File: src/rtl/freq_scaler_pkg.sv
// Shared constants and helpers for the multi-channel clock divider / tick generator.
// Half-period values assume a 50 MHz reference clock.
package freq_scaler_pkg;

    localparam int DEF_NUM_CH     = 4;
    localparam int DEF_CNT_W      = 8;
    localparam int DEF_HALF_3M125 = 8;

    // Standard rates, expressed as half-periods of the 50 MHz clock
    localparam int HALF_3M125 = 8;
    localparam int HALF_1M    = 25;
    localparam int HALF_500K  = 50;

    function automatic int ch_width(input int num_ch);
        int w_v;
        if (num_ch > 1) begin
            w_v = $clog2(num_ch);
        end else begin
            w_v = 1;
        end
        return w_v;
    endfunction

endpackage

File: src/rtl/freq_scaler_ch.sv
// One divider channel: counter, shadow/active half-period and glitch-free update.
// A new half-period only takes effect at the end of a full output period.
module freq_scaler_ch
    import freq_scaler_pkg::*;
#(
    parameter int CNT_W    = DEF_CNT_W,
    parameter int DEF_HALF = DEF_HALF_3M125
) (
    input  logic             clk_50M,
    input  logic             rst_n,
    input  logic             sync,
    input  logic             wr,
    input  logic [CNT_W-1:0] wr_half,
    output logic             clk_out,
    output logic             tick,
    output logic             pending
);

    localparam logic [CNT_W-1:0] DEF_HALF_V = CNT_W'(DEF_HALF);
    localparam logic [CNT_W-1:0] ZERO_V     = {CNT_W{1'b0}};
    localparam logic [CNT_W-1:0] ONE_V      = CNT_W'(1);

    logic [CNT_W-1:0] act_half_r, shd_half_r, cnt_r;
    logic             out_r, tick_r, pend_r;

    logic [CNT_W-1:0] act_nx_s, shd_nx_s, cnt_nx_s;
    logic             out_nx_s, tick_nx_s, pend_nx_s;
    logic             last_s;

    assign last_s = (cnt_r == (act_half_r - ONE_V));

    // Next-state selection: sync, then disabled reload, then period-end update, then counting
    always_comb begin
        act_nx_s  = act_half_r;
        shd_nx_s  = shd_half_r;
        cnt_nx_s  = cnt_r;
        out_nx_s  = out_r;
        tick_nx_s = 1'b0;
        pend_nx_s = pend_r;
        if (sync) begin
            cnt_nx_s  = ZERO_V;
            out_nx_s  = 1'b0;
            pend_nx_s = 1'b0;
            if (wr) begin
                act_nx_s = wr_half;
                shd_nx_s = wr_half;
            end else begin
                act_nx_s = shd_half_r;
            end
        end else if (act_half_r == ZERO_V) begin
            // Disabled channel: parked low, picks up a pending value one edge later
            cnt_nx_s = ZERO_V;
            out_nx_s = 1'b0;
            if (wr) begin
                shd_nx_s  = wr_half;
                pend_nx_s = 1'b1;
            end else if (pend_r) begin
                act_nx_s  = shd_half_r;
                pend_nx_s = 1'b0;
            end else begin
                act_nx_s = act_half_r;
            end
        end else if (last_s && out_r) begin
            cnt_nx_s  = ZERO_V;
            out_nx_s  = 1'b0;
            pend_nx_s = 1'b0;
            if (wr) begin
                act_nx_s = wr_half;
                shd_nx_s = wr_half;
            end else if (pend_r) begin
                act_nx_s = shd_half_r;
            end else begin
                act_nx_s = act_half_r;
            end
        end else begin
            if (last_s) begin
                cnt_nx_s  = ZERO_V;
                out_nx_s  = 1'b1;
                tick_nx_s = 1'b1;
            end else begin
                cnt_nx_s = cnt_r + ONE_V;
            end
            if (wr) begin
                shd_nx_s  = wr_half;
                pend_nx_s = 1'b1;
            end else begin
                pend_nx_s = pend_r;
            end
        end
    end

    // Channel state register with synchronous active-low reset
    always_ff @(posedge clk_50M) begin
        if (!rst_n) begin
            act_half_r <= DEF_HALF_V;
            shd_half_r <= DEF_HALF_V;
            cnt_r      <= ZERO_V;
            out_r      <= 1'b0;
            tick_r     <= 1'b0;
            pend_r     <= 1'b0;
        end else begin
            act_half_r <= act_nx_s;
            shd_half_r <= shd_nx_s;
            cnt_r      <= cnt_nx_s;
            out_r      <= out_nx_s;
            tick_r     <= tick_nx_s;
            pend_r     <= pend_nx_s;
        end
    end

    assign clk_out = out_r;
    assign tick    = tick_r;
    assign pending = pend_r;

endmodule

File: src/rtl/freq_scaler_multi.sv
// Multi-channel programmable clock divider and tick generator on clk_50M.
// Decodes the channel write strobe and instantiates one divider per channel.
module freq_scaler_multi
    import freq_scaler_pkg::*;
#(
    parameter int  NUM_CH   = DEF_NUM_CH,
    parameter int  CNT_W    = DEF_CNT_W,
    parameter int  DEF_HALF = DEF_HALF_3M125,
    localparam int CH_W     = ch_width(NUM_CH)
) (
    input  logic              clk_50M,
    input  logic              rst_n,
    input  logic              sync,
    input  logic              wr_en,
    input  logic [CH_W-1:0]   wr_ch,
    input  logic [CNT_W-1:0]  wr_half,
    output logic [NUM_CH-1:0] clk_out,
    output logic [NUM_CH-1:0] tick,
    output logic [NUM_CH-1:0] pending
);

    localparam logic [CH_W:0] NUM_CH_V = (CH_W + 1)'(NUM_CH);

    logic [NUM_CH-1:0] wr_sel_s;
    logic              in_range_s;

    assign in_range_s = ({1'b0, wr_ch} < NUM_CH_V);

    // One-hot write decode; indices beyond the last channel are dropped
    always_comb begin
        wr_sel_s = {NUM_CH{1'b0}};
        for (int i = 0; i < NUM_CH; i++) begin
            if (wr_en && in_range_s && (wr_ch == CH_W'(i))) begin
                wr_sel_s[i] = 1'b1;
            end else begin
                wr_sel_s[i] = 1'b0;
            end
        end
    end

    for (genvar g = 0; g < NUM_CH; g++) begin : g_ch
        freq_scaler_ch #(
            .CNT_W    (CNT_W),
            .DEF_HALF (DEF_HALF)
        ) u_ch (
            .clk_50M (clk_50M),
            .rst_n   (rst_n),
            .sync    (sync),
            .wr      (wr_sel_s[g]),
            .wr_half (wr_half),
            .clk_out (clk_out[g]),
            .tick    (tick[g]),
            .pending (pending[g])
        );
    end

endmodule

File: config.mk
export PLATFORM = sky130hd
export DESIGN_NAME = freq_scaler_multi
export DESIGN_NICKNAME = d
export VERILOG_FILES = /design/src/rtl/freq_scaler_pkg.sv /design/src/rtl/freq_scaler_ch.sv /design/src/rtl/freq_scaler_multi.sv
export SDC_FILE = /design/constraint.sdc
export NUM_CORES = 1
export LEC_CHECK = 0
export ABC_CLOCK_PERIOD_IN_PS = 7080
export CAP_MARGIN = 5
export CELL_PAD_IN_SITES_DETAIL_PLACEMENT = 0
export CELL_PAD_IN_SITES_GLOBAL_PLACEMENT = 1
export CORE_ASPECT_RATIO = 0.9
export CORE_UTILIZATION = 28
export DETAILED_ROUTE_END_ITERATION = 6
export PLACE_DENSITY_LB_ADDON = 0.05
export SLEW_MARGIN = 20
export SYNTH_ARGS = -nofsm -noshare
export SYNTH_HDL_FRONTEND = slang
export SYNTH_SLANG_ARGS = --single-unit
File: constraint.sdc
create_clock -name clk_50M -period 7.08 [get_ports clk_50M]
set_clock_uncertainty 0.2 [all_clocks]
set_input_delay 1.416 -clock clk_50M [delete_from_list [all_inputs] [get_ports clk_50M]]
set_output_delay 1.416 -clock clk_50M [all_outputs]
set_load 0.01 [all_outputs]
==> impl_metrics.tcl, run 1 <==
set metrics [dict create \
    regArea_um2 2160 \
    crit_required_ps 7130 \
    grt_usage 0.154 \
    fillers 2280 \
    crit_arrival_ps 3900 \
    final_nets 750 \
    grt_overflow 0 \
    cts_resized 0 \
    cts.sinks 108 \
    hpwl_um 11500 \
    wl_um 16300 \
    htreeDepth 3 \
    cp-end-kind "register" \
    placed_area_um2 6390 \
    cts_made_buffers 9 \
    switching_power_w 0.000399 \
    cts_tree "yes" \
    multiInputGateArea_um2 3520 \
    clkTransAtPathRegs_ps 80 \
    fin_crit_sh 0.543 \
    setup_viol 0 \
    synth_ff_type "dfxtp_1" \
    min_path_type "reg -> reg" \
    ys_seq_area_frac 0.351 \
    status "finished, final reports clean" \
    final_area_um2 6690 \
    synth_cell_types 72 \
    synthCells 747 \
    synth_seq_cells 108 \
    cts_root_buf "clkbuf_16" \
    pre_cts_ws_ps 2740 \
    grt_max_degree 35 \
    r2r-end "g_ch[1].u_ch.act_half_r[7]$_SDFFE_PN0P_" \
    core_area_um2 21600 \
    p_leak_nw 2.39 \
    pwr-share-comb 0.146 \
    grt_pass1_vias 4921 \
    cts_setup_buffers 0 \
    ys_top_cells_by_area "dfxtp_1 (35%), nand2_1 (5.9%), nor2_1 (5.6%), mux2i_1 (5.5%), xnor2_1 (5.0%)" \
    yosys-top-cells-count "dfxtp_1 (108), nand2_1 (97), nor2_1 (92)" \
    gp_congestion 0.732 \
    async_flop_share 0 \
    drive_above_1_share 0.0700 \
    power.density_nw_per_um2 208 \
    switching_share 0.287 \
    maxCapViolations 0 \
    grt_pass1_wl_um 26900 \
    clkPwrFrac 0.375 \
    avgSynthCellArea_um2 8.25 \
    fmaxAchievable_mhz 260 \
    final_core_utilization 0.309 \
    netlist_area_um2 6160 \
    start_util 0.285 \
    std_cell_rows 51 \
    synth_fp_nets 773 \
    dieArea_um2 22600 \
    slew-limit-headroom 0.417 \
    routed_via_density 4.87 \
    start_kind "input port" \
    antenna_found_initial 0 \
    port_buffers 25 \
    fin_crit_ps 3850 \
    pwr-share-seq 0.479 \
    vdd_drop_max_uv 97.1 \
    internal_power_w 0.000992 \
    via_count 4965 \
    ant_nets 0 \
    reg2regPathDepth 8 \
    setup_slack_ps 3230 \
    worstReg2RegStart "g_ch[1].u_ch.act_half_r[0]$_SDFFE_PN0P_" \
    ctsHoldBuffers 0 \
    path_class "in -> reg" \
    die_w_um 158 \
    hp-start "g_ch[0].u_ch.shd_half_r[5]$_SDFF_PN0_" \
    cts_buffer_depth 2 \
    final_max_slew_viol_count 0 \
    timing.hold.ws_ps 261 \
    yosysWarnings 0 \
    route.detailed.drc 0 \
    synth-edff-count 0 \
    holdPathEnd "g_ch[0].u_ch.shd_half_r[5]$_SDFF_PN0_" \
    hold_path_depth 2 \
    synth_area_leader_cell "dfxtp_1" \
    clkLatencyLatePin_ps 360 \
    io_pins 26 \
    yosysMostFrequentCell "dfxtp_1" \
    drtIter0Drc 247 \
    die_y_um 143 \
    area.growth.synth_to_final_pct 8.55 \
    antenna_cells 0 \
    firstDrtPassIters 4 \
    rsz0062_at_grt "false" \
    tightest_slew_ps 870 \
    finalHoldViolCount 0 \
    setup_tns_ps 0 \
    netlist.area_leader.share 0.351 \
    path_max_fanout 12 \
    ff2ff_setup_slack_ps 3950 \
    wire_per_inst_um 16.0 \
]
-- worst max path at each step --
stage | startpoint | end | slack [ps] | cells past startpoint
global placement | rst_n | g_ch[1].u_ch.cnt_r[4]$_SDFF_PP0_ | 2790 | 8
global route | wr_ch[1] | g_ch[1].u_ch.act_half_r[7]$_SDFFE_PN0P_ | 2880 | 7
CTS | rst_n | g_ch[1].u_ch.cnt_r[5]$_SDFF_PP0_ | 3130 | 8
floorplan | wr_ch[0] | g_ch[1].u_ch.act_half_r[5]$_SDFFE_PN0P_ | 3930 | 7
finish | wr_ch[1] | g_ch[1].u_ch.act_half_r[7]$_SDFFE_PN0P_ | 3230 | 7
detailed placement | rst_n | g_ch[1].u_ch.cnt_r[5]$_SDFF_PP0_ | 2740 | 8
-- critical path, stage by stage --
cell and delay (ps):
clkdlybuf4s50_1 510, nand3b_1 500, a31oi_1 800, nor2_1 150, a22oi_1 160, o21ai_0 120
o211a_1 230
-- sequential cells by signal, summed over array words and instances (netlist names) --
signal and flops:
g_ch.u_ch.act_half_r 32, g_ch.u_ch.pending 4, g_ch.u_ch.shd_half_r 32, g_ch.u_ch.tick 4, g_ch.u_ch.cnt_r 32, g_ch.u_ch.clk_out 4
-- layout by cell type (no fill, tap or decap), types with 4 or more instances in the layout --
cell type and n:
inv_1 16, nand2b_1 11, nand3_1 39, clkdlybuf4s50_1 25, nor2_1 92, and3_1 12, a21oi_1 59, xnor2_1 35
o211ai_1 6, clkinvlp_4 4, o221a_2 6, xor2_1 33, a221oi_1 4, clkbuf_16 9, buf_4 5, nor3_1 10
o21ai_0 21, o2111ai_1 6, ha_1 12, nand2_1 97, mux2i_1 34, or2_2 4, dfxtp_1 108
-- power by group through the flow --
stage	registers, W	logic [W]	clock network [W]
global route	0.000671	0.000229	0.000565
global placement	0.000681	0.000202	0
CTS	0.000666	0.000205	0.000542
detailed placement	0.000680	0.000204	0
finish	0.000666	0.000203	0.000522
floorplan	0.000663	0.000175	0
-- kinds of logic (layout without fill, tap and decap cells) --
| group | Yosys count | count (layout) | share of synthesized area |
|---|---|---|---|
| AO/OA/AOI/OAI | 145 | 145 | 0.164 |
| XOR/XNOR | 68 | 68 | 0.0966 |
| adder cells (fa/ha/maj) | 12 | 12 | 0.0244 |
| buffers and inverters | 81 | 63 | 0.0794 |
| flip-flops | 108 | 108 | 0.351 |
| multiplexers | 35 | 35 | 0.0571 |
| AND/OR/NAND/NOR | 298 | 298 | 0.228 |
-- metal layers --
layer | global-route usage | vias up | wire [um]
met4 | 0.0395 | 0 | 153
met3 | 0.0291 | 10 | 441
met2 | 0.233 | 53 | 7150
li1 | - | 2507 | -
met1 | 0.223 | 2395 | 8550
met5 | 0 | - | 0
-- through the flow --
step | power, W | instances
6_report | 0.00139 | 1020
5_1_grt | 0.00147 | 1020
4_1_cts | 0.00141 | 1020
3_5_place_dp | 0.000884 | 1004
3_3_place_gp | 0.000882 | 1004
2_1_floorplan | 0.000838 | 747
-- cell type report --
| type | count | share of cell area |
|---|---|---|
| sequential | 108 | 0.323 |
| timing repair buffer | 30 | 0.0430 |
| clock inverter | 6 | 0.00973 |
| tap | 291 | 0.0544 |
| multi-input combinational | 558 | 0.526 |
| clock buffer | 10 | 0.0342 |
| inverter | 17 | 0.00954 |
Note: power is estimated with default switching activity, not from simulation.
==> inputs of run 2 (changes only) <==
--- a/config.mk
+++ b/config.mk
@@ -5,7 +5,7 @@
 export SDC_FILE = /design/constraint.sdc
 export NUM_CORES = 1
 export LEC_CHECK = 0
-export ABC_CLOCK_PERIOD_IN_PS = 7080
+export ABC_CLOCK_PERIOD_IN_PS = 4000
 export CAP_MARGIN = 5
 export CELL_PAD_IN_SITES_DETAIL_PLACEMENT = 0
 export CELL_PAD_IN_SITES_GLOBAL_PLACEMENT = 1
==> constraint.sdc (replaced) <==
create_clock -name clk_50M -period 4 [get_ports clk_50M]
set_clock_uncertainty 0.2 [all_clocks]
set_input_delay 0.8 -clock clk_50M [delete_from_list [all_inputs] [get_ports clk_50M]]
set_output_delay 0.8 -clock clk_50M [all_outputs]
set_load 0.01 [all_outputs]
==> run 2 against run 1 <==
Die area unchanged. Routed wire length decreased by 0.83%. Cell count increased by 0.49%.
==> impl_metrics.tcl, run 2 (synthesized netlist as in run 1, its figures left out) <==
set metrics [dict create \
    status "finished, final reports clean" \
    p_leak_nw 2.45 \
    firstDrtPassIters 5 \
    final_common_cell "dfxtp_1" \
    drtIter0Drc 269 \
    gp_congestion 0.758 \
    start_util 0.285 \
    wl_um 16200 \
    grt_overflow 0 \
    path_class "reg -> reg" \
    slew-limit-headroom 0.434 \
    drive_above_1_share 0.0722 \
    cts_buffer_depth 2 \
    rsz0062_at_grt "false" \
    crit_arrival_ps 3200 \
    hpwl_um 11500 \
    multiInputGateArea_um2 3510 \
    crit_required_ps 4080 \
    die_w_um 158 \
    dieArea_um2 22600 \
    start_kind "register" \
    grt_pass1_vias 4778 \
    clkTransAtPathRegs_ps 80 \
    area.growth.synth_to_final_pct 9.69 \
    path_max_fanout 10 \
    tightest_slew_ps 845 \
    cts.sinks 108 \
    ant_nets 0 \
    regArea_um2 2160 \
    maxCapViolations 0 \
    ctsHoldBuffers 0 \
    route.detailed.drc 0 \
    finalHoldViolCount 0 \
    r2r-end "g_ch[3].u_ch.act_half_r[3]$_SDFFE_PN1P_" \
    power.density_nw_per_um2 382 \
    crit_path_end "g_ch[3].u_ch.act_half_r[3]$_SDFFE_PN1P_" \
    antenna_found_initial 0 \
    final_max_slew_viol_count 0 \
    reg2regPathDepth 9 \
    setup_tns_ps 0 \
    fin_crit_sh 0.779 \
    port_buffers 25 \
    p_total_w 0.00259 \
    cts_setup_buffers 0 \
    layout_common_cells "dfxtp_1 (108), nand2_1 (97), nor2_1 (92)" \
    std_cell_rows 51 \
    htreeDepth 3 \
    cts_resized 0 \
    final_nets 755 \
    cts_made_buffers 9 \
    cts_root_buf "clkbuf_16" \
    fmaxAchievable_mhz 321 \
    clkLatencyLatePin_ps 360 \
    crit_start "g_ch[3].u_ch.act_half_r[0]$_SDFFE_PN0P_" \
    ff2ff_setup_slack_ps 880 \
    core_area_um2 21600 \
    wire_per_inst_um 15.8 \
    cts_tree "yes" \
    routed_via_density 4.84 \
    fillers 2278 \
    worstReg2RegStart "g_ch[3].u_ch.act_half_r[0]$_SDFFE_PN0P_" \
    reg_top3 "g_ch.u_ch.act_half_r: 32 flops, g_ch.u_ch.cnt_r: 32 flops, g_ch.u_ch.shd_half_r: 32 flops" \
    fin_crit_ps 3120 \
    io_pins 26 \
    vdd_drop_max_uv 180 \
    cp-end-kind "register" \
    setup_viol 0 \
    grt_usage 0.150 \
    via_count 4964 \
    grt_pass1_wl_um 25900 \
    grt_max_degree 34 \
    min_path_type "reg -> reg" \
    die_y_um 143 \
    antenna_cells 0 \
]
## run 2: how the worst min path moves through the flow
stage / start / endpoint / cells past startpoint
4_1_cts: g_ch[2].u_ch.shd_half_r[6]$_SDFF_PN0_ / g_ch[2].u_ch.shd_half_r[6]$_SDFF_PN0_ / 2
3_5_place_dp: g_ch[2].u_ch.shd_half_r[6]$_SDFF_PN0_ / g_ch[2].u_ch.shd_half_r[6]$_SDFF_PN0_ / 2
3_3_place_gp: g_ch[2].u_ch.shd_half_r[5]$_SDFF_PN0_ / g_ch[2].u_ch.shd_half_r[5]$_SDFF_PN0_ / 2
2_1_floorplan: g_ch[0].u_ch.shd_half_r[3]$_SDFF_PN1_ / g_ch[0].u_ch.shd_half_r[3]$_SDFF_PN1_ / 2
6_report: g_ch[2].u_ch.shd_half_r[6]$_SDFF_PN0_ / g_ch[2].u_ch.shd_half_r[6]$_SDFF_PN0_ / 2
5_1_grt: g_ch[2].u_ch.shd_half_r[0]$_SDFF_PN0_ / g_ch[2].u_ch.shd_half_r[0]$_SDFF_PN0_ / 2
## run 2: layout make-up
class / count / share of cell area
repair buffers: 35 / 0.0481
flip-flops and latches: 108 / 0.320
multi-input cells: 558 / 0.519
clock inverters: 5 / 0.0148
well taps: 291 / 0.0539
inverters: 17 / 0.00944
clock buffers: 11 / 0.0344
## run 2: worst max-delay path: stages (launching register included)
cell,delay (ps)
dfxtp_1,510
inv_1,110
ha_1,330
o21ba_2,250
a221oi_1,300
a41oi_1,120
a2111oi_4,510
a31oi_4,230
or3_1,390
o2111ai_1,90
## run 2: stage by stage
step,instance area (um2),std cells,setup WS (ps),hold slack [ps],utilization
2_1_floorplan,6160,747,1270,231,-
3_3_place_gp,6430,1009,667,241,0.297
3_5_place_dp,6430,1009,657,245,0.297
4_1_cts,6760,1025,871,255,0.312
5_1_grt,6760,1025,620,283,0.312
6_report,6760,1025,884,257,0.312
## run 2: per-layer routing
layer	part of all wire	GRT usage	wire (um)
met1	0.52	0.209	8330
met5	0	0	0
met2	0.45	0.234	7190
met4	0.013	0.0466	208
met3	0.027	0.0267	430
## run 2: where the power goes
| group | leakage (nW) | internal [W] | switching [W] | total (W) |
|---|---|---|---|---|
| Combinational | 1.41 | 0.000157 | 0.000204 | 0.000361 |
| Clock | 0.163 | 0.000612 | 0.000433 | 0.00105 |
| Sequential | 0.880 | 0.00112 | 0.0000622 | 0.00118 |
| Total | 2.45 | 0.00189 | 0.000700 | 0.00259 |
==> inputs of run 3 (changes only) <==
--- a/config.mk
+++ b/config.mk
@@ -5,7 +5,7 @@
 export SDC_FILE = /design/constraint.sdc
 export NUM_CORES = 1
 export LEC_CHECK = 0
-export ABC_CLOCK_PERIOD_IN_PS = 4000
+export ABC_CLOCK_PERIOD_IN_PS = 3000
 export CAP_MARGIN = 5
 export CELL_PAD_IN_SITES_DETAIL_PLACEMENT = 0
 export CELL_PAD_IN_SITES_GLOBAL_PLACEMENT = 1
==> constraint.sdc (replaced) <==
create_clock -name clk_50M -period 3 [get_ports clk_50M]
set_clock_uncertainty 0.2 [all_clocks]
set_input_delay 0.6 -clock clk_50M [delete_from_list [all_inputs] [get_ports clk_50M]]
set_output_delay 0.6 -clock clk_50M [all_outputs]
set_load 0.01 [all_outputs]
==> run 3 against run 2 <==
First-iteration DRC count fell by 12%. Cell count rose by 2.3%. Via count is 1.8% higher. Core utilization rose by 1.0 points. Sequential share of layout area fell by 0.97 points. Total power rose by 38%. Setup slack worse by 690 ps. Fmax rose by 11%. Global-route usage up 0.28 points. Routed wire length is 1.6% higher. Die area is the same.
==> impl_metrics.tcl, run 3 (synthesized netlist as in run 1, its figures left out) <==
set metrics [dict create \
    final_common_cell "dfxtp_1" \
    layout_common_cells "dfxtp_1 (106), nand2_1 (97), nor2_1 (92)" \
    maxCapViolations 0 \
    drtIter0Drc 236 \
    power.density_nw_per_um2 510 \
    io_pins 26 \
    tightest_slew_ps 579 \
    cpPeakStageDelay_ps 550 \
    reg_top3 "g_ch.u_ch.act_half_r: 32 flops, g_ch.u_ch.cnt_r: 32 flops, g_ch.u_ch.shd_half_r: 32 flops" \
    grt_overflow 0 \
    std_cell_rows 51 \
    vdd_drop_max_uv 234 \
    port_buffers 25 \
    ff2ff_setup_slack_ps 190 \
    cts.sinks 108 \
    crit_arrival_ps 2850 \
    status "finished, final reports clean" \
    final_max_slew_viol_count 0 \
    slew-limit-headroom 0.610 \
    gp_congestion 0.762 \
    path_class "reg -> reg" \
    rsz0062_at_grt "false" \
    firstDrtPassIters 4 \
    worstPathCellList "xor2_1 > nand3_1 > a2111oi_0 > nor4b_2 > a31o_1 > nor2_1 > o211a_1" \
    htreeDepth 3 \
    die_w_um 158 \
    die_y_um 143 \
    wl_um 16400 \
    dpl.cell_count 1033 \
    final_core_utilization 0.323 \
    grt_usage 0.153 \
    clkTransAtPathRegs_ps 70 \
    area.growth.synth_to_final_pct 13.3 \
    grt_pass1_wl_um 26700 \
    cts_made_buffers 9 \
    setup_tns_ps 0 \
    via_count 5055 \
    start_util 0.285 \
    fin_cells 1049 \
    core_area_um2 21600 \
    fin_crit_sh 0.936 \
    setup_viol 0 \
    wire_per_inst_um 15.7 \
    dieArea_um2 22600 \
    grt_pass1_vias 4810 \
    finalHoldViolCount 0 \
    fin_crit_ps 2810 \
    fmaxAchievable_mhz 356 \
    final_nets 779 \
    p_leak_nw 2.59 \
    route.detailed.drc 0 \
    cts_root_buf "clkbuf_16" \
    cp-end-kind "register" \
    grt_max_degree 34 \
    path_max_fanout 8 \
    cts_buffer_depth 2 \
    cts_tree "yes" \
    antenna_found_initial 0 \
    ant_nets 0 \
    crit_required_ps 3040 \
    start_kind "register" \
    clkLatencyLatePin_ps 350 \
    routed_via_density 4.82 \
    cp_slowest_cell "a2111oi_0" \
    drive_above_1_share 0.107 \
    min_path_type "reg -> reg" \
    hpwl_um 12000 \
    cts_setup_buffers 0 \
    antenna_cells 0 \
]
-- run 3: cell types whose count changed in the layout (fill, tap and decap cells not counted), sizes merged --
cell | previous run | this run
buf | 10 | 34
clkbuf | 11 | 13
clkinv | 2 | 0
-- run 3: worst max-delay path, delay by kind of cell (launching register included) --
kind / cells / cell delay, ps
xor+xnor: 1 / 230
simple gates: 3 / 630
compound gates: 3 / 1200
flops: 1 / 440
-- run 3: where the power goes --
group / internal, W / total, W / switching (W) / leakage (nW)
clock: 0.000909 / 0.00147 / 0.000566 / 0.182
sequential: 0.00149 / 0.00156 / 0.0000711 / 0.881
combinational: 0.000231 / 0.000522 / 0.000291 / 1.53
-- run 3: stage by stage --
step / setup slack, ps / hold WS [ps] / power [W] / instance area [um2]
5_1_grt: 27.6 / 276 / 0.00373 / 6980
4_1_cts: 101 / 257 / 0.00361 / 6980
6_report: 193 / 254 / 0.00356 / 6980
3_5_place_dp: 125 / 247 / 0.00212 / 6610
3_3_place_gp: 223 / 241 / 0.00212 / 6610
2_1_floorplan: 271 / 231 / 0.00198 / 6160
-- run 3: what timing repair did --
item / CTS / global route
setup endpoints to repair: 0 / 9
hold buffers: 0 / 0
gates resized for setup: 0 / 2
hold endpoints to repair: 0 / 0
-- run 3: worst paths after layout --
kind	start	to	depth (start not counted)
worst min-delay path	g_ch[2].u_ch.shd_half_r[1]$_SDFF_PN0_	g_ch[2].u_ch.shd_half_r[1]$_SDFF_PN0_	2
worst max register to register	g_ch[1].u_ch.act_half_r[5]$_SDFFE_PN0P_	g_ch[1].u_ch.act_half_r[7]$_SDFFE_PN0P_	7
worst min register to register	g_ch[2].u_ch.shd_half_r[1]$_SDFF_PN0_	g_ch[2].u_ch.shd_half_r[1]$_SDFF_PN0_	2
worst max-delay path	g_ch[1].u_ch.act_half_r[5]$_SDFFE_PN0P_	g_ch[1].u_ch.act_half_r[7]$_SDFFE_PN0P_	7
-- run 3: routing by layer --
metal | GRT usage | up-vias | routed length, um | part of all wire
met5 | 0 | - | 0 | 0
met4 | 0.0354 | 0 | 178 | 0.011
met3 | 0.0246 | 19 | 381 | 0.023
met2 | 0.235 | 61 | 7230 | 0.44
met1 | 0.222 | 2408 | 8630 | 0.53
li1 | - | 2567 | - | -
-- run 3: final cells by class --
class / count / area (um2)
fillers: 2287 / 14700
multi-input cells: 558 / 3510
flip-flops and latches: 108 / 2160
repair buffers: 59 / 505
well taps: 291 / 364
clock buffers: 13 / 280
clock inverters: 3 / 90.1
inverters: 17 / 63.8
